===== config.mk =====
export PLATFORM = sky130hd
export DESIGN_NAME = vga_reg_writer_flat
export DESIGN_NICKNAME = d
export VERILOG_FILES = /design/src/rtl/vga_regs_pkg.sv /design/src/rtl/vga_reg_writer_if.sv /design/src/rtl/vga_reg_writer_lowest_set_idx.sv /design/src/rtl/vga_reg_writer.sv /design/src/flat_wrapper.sv
export SDC_FILE = /design/constraint.sdc
export NUM_CORES = 1
export LEC_CHECK = 0
export ABC_AREA = 0
export ABC_CLOCK_PERIOD_IN_PS = 4200
export BUFFER_PORTS_ARGS = -buffer_cell sky130_fd_sc_hd__buf_2
export CAP_MARGIN = 20
export CORE_MARGIN = 1.5
export CORE_UTILIZATION = 28
export DETAILED_ROUTE_END_ITERATION = 8
export HOLD_SLACK_MARGIN = 0.02
export PLACE_DENSITY = 0.48
export SYNTH_ARGS = -nofsm -noshare
export SYNTH_HDL_FRONTEND = slang
export SYNTH_SLANG_ARGS = --single-unit
export TNS_END_PERCENT = 50

===== constraint.sdc =====
create_clock -name clk -period 4.2 [get_ports clk]
set_input_delay 0.84 -clock clk [delete_from_list [all_inputs] [get_ports clk]]
set_output_delay 0.84 -clock clk [all_outputs]
set_load 0.02 [all_outputs]

===== src/rtl/vga_regs_pkg.sv =====
// Shared constants for the VGA register writer: bus widths, register map,
// power-on register values and the flush FSM state type.
package vga_regs_pkg;

    localparam int NUM_REGS = 13;
    localparam int ADDR_W   = 9;
    localparam int DATA_W   = 32;
    localparam int IDX_W    = $clog2(NUM_REGS);

    localparam int DINO_X     = 0;
    localparam int DINO_Y     = 1;
    localparam int JUMP_X     = 2;
    localparam int JUMP_Y     = 3;
    localparam int DUCK_X     = 4;
    localparam int DUCK_Y     = 5;
    localparam int CACTUS_X   = 6;
    localparam int CACTUS_Y   = 7;
    localparam int GODZILLA_X = 8;
    localparam int GODZILLA_Y = 9;
    localparam int SCORE      = 10;
    localparam int SCORE_X    = 11;
    localparam int SCORE_Y    = 12;

    // Cactus X and Godzilla Y are stored truncated to their 8-bit register fields.
    localparam logic [DATA_W-1:0] REG_DEFAULTS [NUM_REGS] = '{
        DATA_W'(100), DATA_W'(100),
        DATA_W'(200), DATA_W'(150),
        DATA_W'(300), DATA_W'(200),
        DATA_W'(500 & 'hFF), DATA_W'(100),
        DATA_W'(100), DATA_W'(260 & 'hFF),
        DATA_W'(0), DATA_W'(0), DATA_W'(0)
    };

    typedef enum logic [1:0] {
        IDLE,
        XFER,
        DONE
    } state_e;

endpackage


===== src/rtl/vga_reg_writer_if.sv =====
// Avalon-MM write-only bus between the register writer (master) and the
// display peripheral's register port (slave).
interface vga_reg_writer_if;
    import vga_regs_pkg::*;

    logic [ADDR_W-1:0] address;
    logic              chipselect;
    logic              write;
    logic [DATA_W-1:0] writedata;
    logic              waitrequest;

    modport master (
        output address, chipselect, write, writedata,
        input  waitrequest
    );

    modport slave (
        input  address, chipselect, write, writedata,
        output waitrequest
    );

endinterface


===== src/rtl/vga_reg_writer_lowest_set_idx.sv =====
// Lowest-set-bit priority encoder: returns the smallest index whose mask bit
// is set, with valid low when the mask is empty.
module lowest_set_idx #(
    parameter int W  = 13,
    parameter int IW = (W > 1) ? $clog2(W) : 1
) (
    input  logic [W-1:0]  mask,
    output logic [IW-1:0] idx,
    output logic          valid
);

    always_comb begin
        idx   = '0;
        valid = 1'b0;
        for (int i = W - 1; i >= 0; i--) begin
            if (mask[i]) begin
                idx   = IW'(i);
                valid = 1'b1;
            end
        end
    end

endmodule


===== src/rtl/vga_reg_writer.sv =====
// Shadow register file for the display peripheral; once per frame it streams
// the changed registers over Avalon-MM in ascending address order.
module vga_reg_writer
    import vga_regs_pkg::*;
(
    input  logic                  clk,
    input  logic                  reset,
    input  logic                  frame_start,
    input  logic                  upd_valid,
    input  logic [ADDR_W-1:0]     upd_addr,
    input  logic [DATA_W-1:0]     upd_data,
    vga_reg_writer_if.master      avm,
    output logic                  busy,
    output logic                  frame_done,
    output logic                  overrun,
    output logic                  bad_addr
);

    state_e                           state_q, state_d;
    logic [NUM_REGS-1:0]              dirty_q, dirty_d;
    logic [NUM_REGS-1:0]              pending_q, pending_d;
    logic [NUM_REGS-1:0][DATA_W-1:0]  shadow_q, shadow_d;
    logic [ADDR_W-1:0]                addr_q, addr_d;
    logic [DATA_W-1:0]                data_q, data_d;
    logic                             write_q, write_d;
    logic                             busy_q, busy_d;
    logic                             overrun_q, overrun_d;
    logic                             bad_addr_q, bad_addr_d;

    logic [NUM_REGS-1:0] pend_after, enc_mask;
    logic [IDX_W-1:0]    nxt_idx, acc_idx, upd_idx;
    logic                nxt_vld, accept, upd_ok;

    assign accept  = write_q && !avm.waitrequest;
    assign acc_idx = addr_q[IDX_W-1:0];
    assign upd_ok  = upd_valid && (upd_addr < ADDR_W'(NUM_REGS));
    assign upd_idx = upd_addr[IDX_W-1:0];

    always_comb begin
        pend_after = pending_q;
        if (accept) pend_after[acc_idx] = 1'b0;
    end

    // IDLE picks the first write from dirty; XFER picks the next from what remains pending.
    assign enc_mask = (state_q == IDLE) ? dirty_q : pend_after;

    lowest_set_idx #(.W(NUM_REGS), .IW(IDX_W)) u_enc (
        .mask  (enc_mask),
        .idx   (nxt_idx),
        .valid (nxt_vld)
    );

    always_comb begin
        state_d    = state_q;
        dirty_d    = dirty_q;
        pending_d  = pending_q;
        shadow_d   = shadow_q;
        addr_d     = addr_q;
        data_d     = data_q;
        write_d    = write_q;
        busy_d     = busy_q;
        overrun_d  = frame_start && busy_q;
        bad_addr_d = 1'b0;

        case (state_q)
            IDLE: begin
                if (frame_start) begin
                    busy_d    = 1'b1;
                    pending_d = dirty_q;
                    if (nxt_vld) begin
                        addr_d           = ADDR_W'(nxt_idx);
                        data_d           = shadow_q[nxt_idx];
                        write_d          = 1'b1;
                        dirty_d[nxt_idx] = 1'b0;
                        state_d          = XFER;
                    end else begin
                        state_d = DONE;
                    end
                end
            end
            XFER: begin
                if (accept) begin
                    pending_d = pend_after;
                    if (nxt_vld) begin
                        addr_d           = ADDR_W'(nxt_idx);
                        data_d           = shadow_q[nxt_idx];
                        dirty_d[nxt_idx] = 1'b0;
                    end else begin
                        write_d = 1'b0;
                        state_d = DONE;
                    end
                end
            end
            DONE: begin
                busy_d  = 1'b0;
                state_d = IDLE;
            end
            default: state_d = IDLE;
        endcase

        // Dirty is cleared at launch, so any update arriving while the write is
        // stalled or in flight re-marks the register for the next frame.
        if (upd_valid) begin
            if (upd_ok) begin
                shadow_d[upd_idx] = upd_data;
                dirty_d[upd_idx]  = 1'b1;
            end else begin
                bad_addr_d = 1'b1;
            end
        end
    end

    always_ff @(posedge clk) begin
        if (reset) begin
            state_q    <= IDLE;
            dirty_q    <= '1;
            pending_q  <= '0;
            for (int i = 0; i < NUM_REGS; i++) shadow_q[i] <= REG_DEFAULTS[i];
            addr_q     <= '0;
            data_q     <= '0;
            write_q    <= 1'b0;
            busy_q     <= 1'b0;
            overrun_q  <= 1'b0;
            bad_addr_q <= 1'b0;
        end else begin
            state_q    <= state_d;
            dirty_q    <= dirty_d;
            pending_q  <= pending_d;
            shadow_q   <= shadow_d;
            addr_q     <= addr_d;
            data_q     <= data_d;
            write_q    <= write_d;
            busy_q     <= busy_d;
            overrun_q  <= overrun_d;
            bad_addr_q <= bad_addr_d;
        end
    end

    assign avm.address    = addr_q;
    assign avm.chipselect = write_q;
    assign avm.write      = write_q;
    assign avm.writedata  = data_q;
    assign busy           = busy_q;
    assign frame_done     = (state_q == DONE);
    assign overrun        = overrun_q;
    assign bad_addr       = bad_addr_q;

endmodule


===== src/flat_wrapper.sv =====
// flat-port wrapper written by rule: the top's interface ports become plain ports
module vga_reg_writer_flat import vga_regs_pkg::*;
  (clk, reset, frame_start, upd_valid, upd_addr, upd_data, busy, frame_done, overrun, bad_addr, avm_address, avm_chipselect, avm_write, avm_writedata, avm_waitrequest);
  vga_reg_writer_if avm_i ();
  input  logic clk;
  input  logic reset;
  input  logic frame_start;
  input  logic upd_valid;
  input  logic [ADDR_W-1:0] upd_addr;
  input  logic [DATA_W-1:0] upd_data;
  output logic busy;
  output logic frame_done;
  output logic overrun;
  output logic bad_addr;
  output wire logic [$bits(avm_i.address)-1:0] avm_address;
  output wire logic [$bits(avm_i.chipselect)-1:0] avm_chipselect;
  output wire logic [$bits(avm_i.write)-1:0] avm_write;
  output wire logic [$bits(avm_i.writedata)-1:0] avm_writedata;
  input wire logic [$bits(avm_i.waitrequest)-1:0] avm_waitrequest;
  assign avm_address = avm_i.address;
  assign avm_chipselect = avm_i.chipselect;
  assign avm_write = avm_i.write;
  assign avm_writedata = avm_i.writedata;
  assign avm_i.waitrequest = avm_waitrequest;
  vga_reg_writer u_core (.clk(clk), .reset(reset), .frame_start(frame_start), .upd_valid(upd_valid), .upd_addr(upd_addr), .upd_data(upd_data), .avm(avm_i), .busy(busy), .frame_done(frame_done), .overrun(overrun), .bad_addr(bad_addr));
endmodule

After elaboration in Yosys (flattened, before gate mapping)

Cells that the tools add are included.

Bits in registers: 489
Bits in latches: 0
RAM bits: 0
Bits in read-only memories: 0
Bits of input ports: 46
Output and inout port bits: 47
Logic and storage cells: 126
Memories: 0

Add/sub/neg operators: 0
Multiply operators: 0
Divide/modulo/power cells: 0
Magnitude comparators: 7
Equal/unequal tests: 6
Shift-type cells: 0
Muxes and demuxes: 69
Bitwise gates (word level): 6
Reduce and logical (&&, ||, !) cells: 16

Operators by type and width:

| kind                                                  | number |
|---|---|
| bitwise mux 416 bit                                   | 1 |
| two-way mux 32 bit                                    | 5 |
| binary-select mux 32 bit (select 4 bit)               | 1 |
| demux 32 bit (select 4 bit)                           | 1 |
| two-way mux 13 bit                                    | 9 |
| one-hot mux 32 bit (2 select lines)                   | 1 |
| two-way mux 4 bit                                     | 13 |
| one-hot mux 13 bit (2 select lines)                   | 2 |
| two-way mux 9 bit                                     | 3 |
| AND 13 bit                                            | 2 |
| inverter 13 bit                                       | 2 |
| two-way mux 1 bit                                     | 22 |
| one-hot mux 9 bit (2 select lines)                    | 1 |
| < comparator 4 x 5 -> 1 bit, second input constant    | 3 |
| bitwise OR 13 bit                                     | 1 |
| demux 1 bit (select 4 bit)                            | 3 |
| >= comparator 4 x 1 -> 1 bit, second input constant   | 3 |
| < comparator 9 x 4 -> 1 bit, second input constant    | 1 |
| two-way mux 2 bit                                     | 4 |
| logical AND 1 bit                                     | 6 |
| AND reduction 3 bit                                   | 2 |
| AND reduction 5 bit                                   | 1 |
| inequality test 2 x 1 -> 1 bit, second input constant | 2 |
| inequality test 2 bit, second input constant          | 2 |
| 10 further kinds                                      | 13 |

Logic depth before layout (Yosys ltp)

Word-level depth: 33
Depth in mapped cells: 14
Depth with buffers taken out: 9

Modules after synthesis

A second synthesis with hierarchy kept.

Cells, all modules: 2246
Area, all modules: 20938.8 µm²

By module, submodules not included:

| module         | instances | cells each | area each (µm²) | sequential area each (µm²) |
|---|---|---|---|---|
| vga_reg_writer | 1         | 2222       | 20782.4         | 9689.3 |
| lowest_set_idx | 1         | 24         | 156.4           | 0.0 |

Worst setup path after synthesis

No wires, ideal clock.

Kind: input port to flip-flop
Start: input avm_waitrequest
End: register u_core.data_q[29], in the netlist u_core.avm.writedata[29]
Library setup time: 0.130 ns
Arrival: 3.003 ns
Data required time: 4.070 ns
Slack: 1.066 ns
Cell stages on the path: 12
Path buffers: 3
Path through: nand4bb_1 -> or3_1 -> a221oi_1 -> o311a_1 -> o31a_1 -> buf_4 -> buf_6 -> buf_6 -> mux2i_1 -> o22ai_1 -> o22ai_1 -> o31ai_1

Cells in the longest elaborated chain, start to end: 22
Elaborated cells on any way between the ends: 38
Those cells by class: eq/ne (1); mux (34); reduce/logical (3)

Ends and longest elaborated chain:

| item                                     | RTL line                                   | text |
|---|---|---|
| from (decl)                              | flat_wrapper.sv:19                         | `input wire logic [$bits(avm_i.waitrequest)-1:0] avm_waitrequest;` |
| zero test 1 bit *                        | vga_reg_writer.sv:34                       | `assign accept = write_q && !avm.waitrequest;` |
| logical AND 1 bit *                      | vga_reg_writer.sv:34                       |  |
| two-way mux 13 bit                       | vga_reg_writer.sv:41                       | `if (accept) pend_after[acc_idx] = 1'b0;` |
| two-way mux 13 bit                       | vga_reg_writer.sv:45                       | `assign enc_mask = (state_q == IDLE) ? dirty_q : pend_after;` |
| two-way mux 4 bit (13 in a row)          | vga_reg_writer_lowest_set_idx.sv:16        | `if (mask[i]) begin` |
| binary-select mux 32 bit (select 4 bit)  | vga_reg_writer.sv:72, vga_reg_writer.sv:86 |  |
| two-way mux 32 bit (implied by the code) | vga_reg_writer.sv:72, vga_reg_writer.sv:86 |  |
| two-way mux 32 bit                       | vga_reg_writer.sv:70, vga_reg_writer.sv:84 |  |
| two-way mux 32 bit (on tied branches)    | vga_reg_writer.sv:82, vga_reg_writer.sv:67 |  |
| one-hot mux 32 bit (2 select lines)      | vga_reg_writer.sv:65                       | `case (state_q)` |
| to (signal assigned)                     | vga_reg_writer.sv:131                      | `data_q <= data_d;` |
| to (decl)                                | vga_reg_writer.sv:24                       | `logic [DATA_W-1:0] data_q, data_d;` |

Every way passes the cells marked *; elsewhere a longest branch is shown, timed or not. The select of a mux whose other input is x is not followed.
A chain may end at the register's enable or synchronous reset.

Worst setup path after layout

Start: register u_core.state_q[1]
End: register u_core.data_q[27], in the netlist u_core.avm.writedata[27]

Cells in the longest elaborated chain, start to end: 20
Elaborated cells on any way between the ends: 39
Those cells by class: eq/ne (3); mux (33); reduce/logical (3)

Ends and longest elaborated chain:

| item                                     | RTL line                                   | text |
|---|---|---|
| from (decl)                              | vga_reg_writer.sv:19                       | `state_e state_q, state_d;` |
| from (signal assigned)                   | vga_reg_writer.sv:126                      | `state_q <= state_d;` |
| zero test 2 bit                          | vga_reg_writer.sv:45, vga_reg_writer.sv:65 |  |
| two-way mux 13 bit                       | vga_reg_writer.sv:45                       |  |
| two-way mux 4 bit (13 in a row)          | vga_reg_writer_lowest_set_idx.sv:16        |  |
| binary-select mux 32 bit (select 4 bit)  | vga_reg_writer.sv:72, vga_reg_writer.sv:86 |  |
| two-way mux 32 bit (implied by the code) | vga_reg_writer.sv:72, vga_reg_writer.sv:86 |  |
| two-way mux 32 bit                       | vga_reg_writer.sv:70, vga_reg_writer.sv:84 |  |
| two-way mux 32 bit (on tied branches)    | vga_reg_writer.sv:82, vga_reg_writer.sv:67 |  |
| one-hot mux 32 bit (2 select lines)      | vga_reg_writer.sv:65                       |  |

Several ways; a longest one is shown, not always the timed one. The select of a mux whose other input is x is not followed.

==> metrics.cfg <==
[min_path]
min_path_type=reg2reg
worst_hold_path.endpoint=u_core.shadow_q[93]
hold_start=u_core.shadow_q[93]
min_delay_path_depth=2

[worst_setup_path]
critPathLaunchType=flop
crit_fanout=25
crit_type=reg2reg
arrival_ns=4.03
reg2reg_slack_ns=0.69
reg2reg_from=u_core.state_q[1]
r2r_cells=10
cp_slowest_stage_delay_ns=0.55
cpMostUsedCell=nand2b_1
cp_cell_sequence=nor2_4, nor3_1, o221a_2, nand2b_1, a311o_1, nand2b_1, buf_4, o221ai_1, a21oi_1, o31ai_1
crit_slowest_cell=nor2_4
endpoint_kind=flop
cp_data_required_time_ns=4.72
rr_endpoint=u_core.avm.writedata[27]

[pwr]
swShare_pct=26.8
p_clk_share_pct=45.6
p_switching_mw=2.86
comb_power_share_pct=10.2
p_per_area_nw_per_um2=436
p_seq_share_pct=44.3
p_int_mw=7.79
cellLeakagePower_nw=8.09
ir_drop_mv=0.312

[drt]
dr.pass1.iters=5
drtIter0Drc=1876
postRouteAntennaNets=0
avgViaCountPerCell=5.33
drt-total-wl_um=80700
drcViolationCount=0
wl_per_cell_um=21.8
vias=19711

[global_routing]
grt_max_degree=175
overflow=0
track_usage_pct=20.3
grt_pass1_wl_um=119000
grt_pass1_vias=18554
antenna_found_initial=3

[clocking]
htree_num_levels=2
cts_hold_buf=0
clk_pin_slew_ns=0.06
cts_tree=built
post-cts-setup-buffers=0
cts_resized=0
worst_skew_pair.late_latency_ns=0.66
cts.sinks=484
cts.path.max_buffers=3
numCtsBuffers=56
root_buffer=clkbuf_16

[synthesis]
synthArstFlopShare_pct=0
synth.top_cell.area_share_pct=46.0
yosysMostFrequentCell=nand2_1
yosys-top-cells-area=dfxtp_1, nand2_1, a21oi_1
netlist_area_sq_um=21100
postSynthCellCount=2705
synth_edf_count=0
yosysUniqueCellTypes=72
synth_ff_type=dfxtp_1
seq_area_frac_synth_pct=46.0
ys_warn_count=0
avgSynthCellArea_sq_um=7.80
synth_top_area_cell=dfxtp_1
synthTopCellsByCount=nand2_1, dfxtp_1, a21oi_1
ys_seq_elements=484

[flow_run]
drv_cap=0

[sta]
maxSlewViolCount=0
skew_ns=0.0444
finalCritPeriodShare_pct=83.7
max_freq_mhz=285
finalCriticalPeriod_ns=3.51
max_slew_margin_pct=28.9
setup-tns-final_ns=0
setup_viol_count_final=0
tightest_slew_ns=1.07
worst_slack_ns=0.686
rsz0062_at_grt=false
hold_violations=0

[finish]
area_delta_synth_final_pct=15.9
nets=2735
final_layout_size_suffix_gt1_share_pct=11.4

[die]
initial_core_util_pct=28.3
ios=93
die_y_um=277
die_w_um=277
rows=100
core_region_area_sq_um=74400
dieArea_sq_um=77000

[placed_design]
port-buffer-count=87
hpwl_um=47800
routabilityCongestion=0.873
dp_slack_ns=0.390

[status]
status=finished clean

==> through the flow <==
step | power (mW) | hold WS [ns] | utilization, % | std cells | cell area (sq um)
floorplan | 5.50 | 0.433 | - | 2709 | 21100
global placement | 5.89 | 0.441 | 30.3 | 3600 | 22600
detailed placement | 5.89 | 0.446 | 30.3 | 3600 | 22600
CTS | 10.7 | 0.449 | 32.8 | 3699 | 24400
global route | 11.0 | 0.468 | 32.8 | 3700 | 24400
finish | 10.7 | 0.451 | 32.8 | 3701 | 24400
==> worst max-delay path: cells and delay by family, from the launching register on <==
family	cells	cell delay, ns
compound gates	5	1.31
buf+inv	1	0.33
flops	1	0.33
simple gates	4	1.44
==> sequential cells by signal, summed over array words and instances, names as in the netlist <==
name	cells
u_core.overrun	1
u_core.pending_q	13
u_core.avm.address	4
u_core.busy	1
u_core.dirty_q	13
u_core.shadow_q	416
u_core.bad_addr	1
u_core.state_q	2
u_core.avm.writedata	32
u_core.avm.chipselect	1
==> placed cells by master (no fill, tap or decap), types with 15 or more instances in the layout <==
| cell | instances |
|---|---|
| mux2i_1 | 161 |
| a21oi_1 | 434 |
| o21ai_0 | 23 |
| nand2_1 | 885 |
| a22oi_1 | 34 |
| nand3_1 | 54 |
| o22ai_1 | 84 |
| buf_2 | 86 |
| buf_4 | 65 |
| dfxtp_1 | 484 |
| o31ai_1 | 26 |
| buf_12 | 15 |
| nor2_1 | 71 |
| o221ai_1 | 28 |
| clkbuf_16 | 56 |
==> power groups by stage <==
stage | clock (mW) | combinational (mW) | sequential, mW
finish | 4.85 | 1.08 | 4.71
global route | 5.13 | 1.15 | 4.72
CTS | 4.94 | 1.08 | 4.72
detailed placement | 0 | 1.07 | 4.82
global placement | 0 | 1.07 | 4.82
floorplan | 0 | 0.673 | 4.83
==> how the worst max path moves through the flow <==
| stage | startpoint | to | slack, ns | cells after the start |
|---|---|---|---|---|
| finish | u_core.state_q[1] | u_core.avm.writedata[27] | 0.69 | 10 |
| global route | u_core.avm.chipselect | u_core.avm.writedata[29] | 0.43 | 10 |
| CTS | u_core.state_q[0] | u_core.avm.writedata[15] | 0.72 | 11 |
| detailed placement | avm_waitrequest | u_core.avm.writedata[27] | 0.39 | 11 |
| global placement | avm_waitrequest | u_core.avm.writedata[26] | 0.42 | 11 |
| floorplan | avm_waitrequest | u_core.avm.writedata[29] | 1.07 | 12 |
==> cell type report <==
| type | instances | area (sq um) |
|---|---|---|
| fillers | 7736 | 50000 |
| multi-input cells | 1975 | 10400 |
| flip-flops and latches | 484 | 9690 |
| clock buffers | 80 | 1610 |
| repair buffers | 167 | 1230 |
| well taps | 969 | 1210 |
| clock inverters | 19 | 223 |
| inverters | 5 | 18.8 |
| diodes | 2 | 5.00 |
==> layer usage <==
metal	wire [um]	GRT usage, %
met1	34800	26.7
met2	36800	32.6
met4	3120	8.86
met5	13	0
met3	5910	3.46
==> cell families (layout without fill, tap and decap cells) <==
kind of cell / after synthesis / count (layout) / synth area share, %
AO/OA/AOI/OAI: 692 / 692 / 19.4
other: 1 / 7 / 0.0178
buffers and inverters: 250 / 271 / 5.30
multiplexers: 167 / 167 / 7.96
AND/OR/NAND/NOR: 1111 / 1111 / 21.4
flip-flops: 484 / 484 / 46.0
Note: power is estimated with default switching activity, not from simulation.
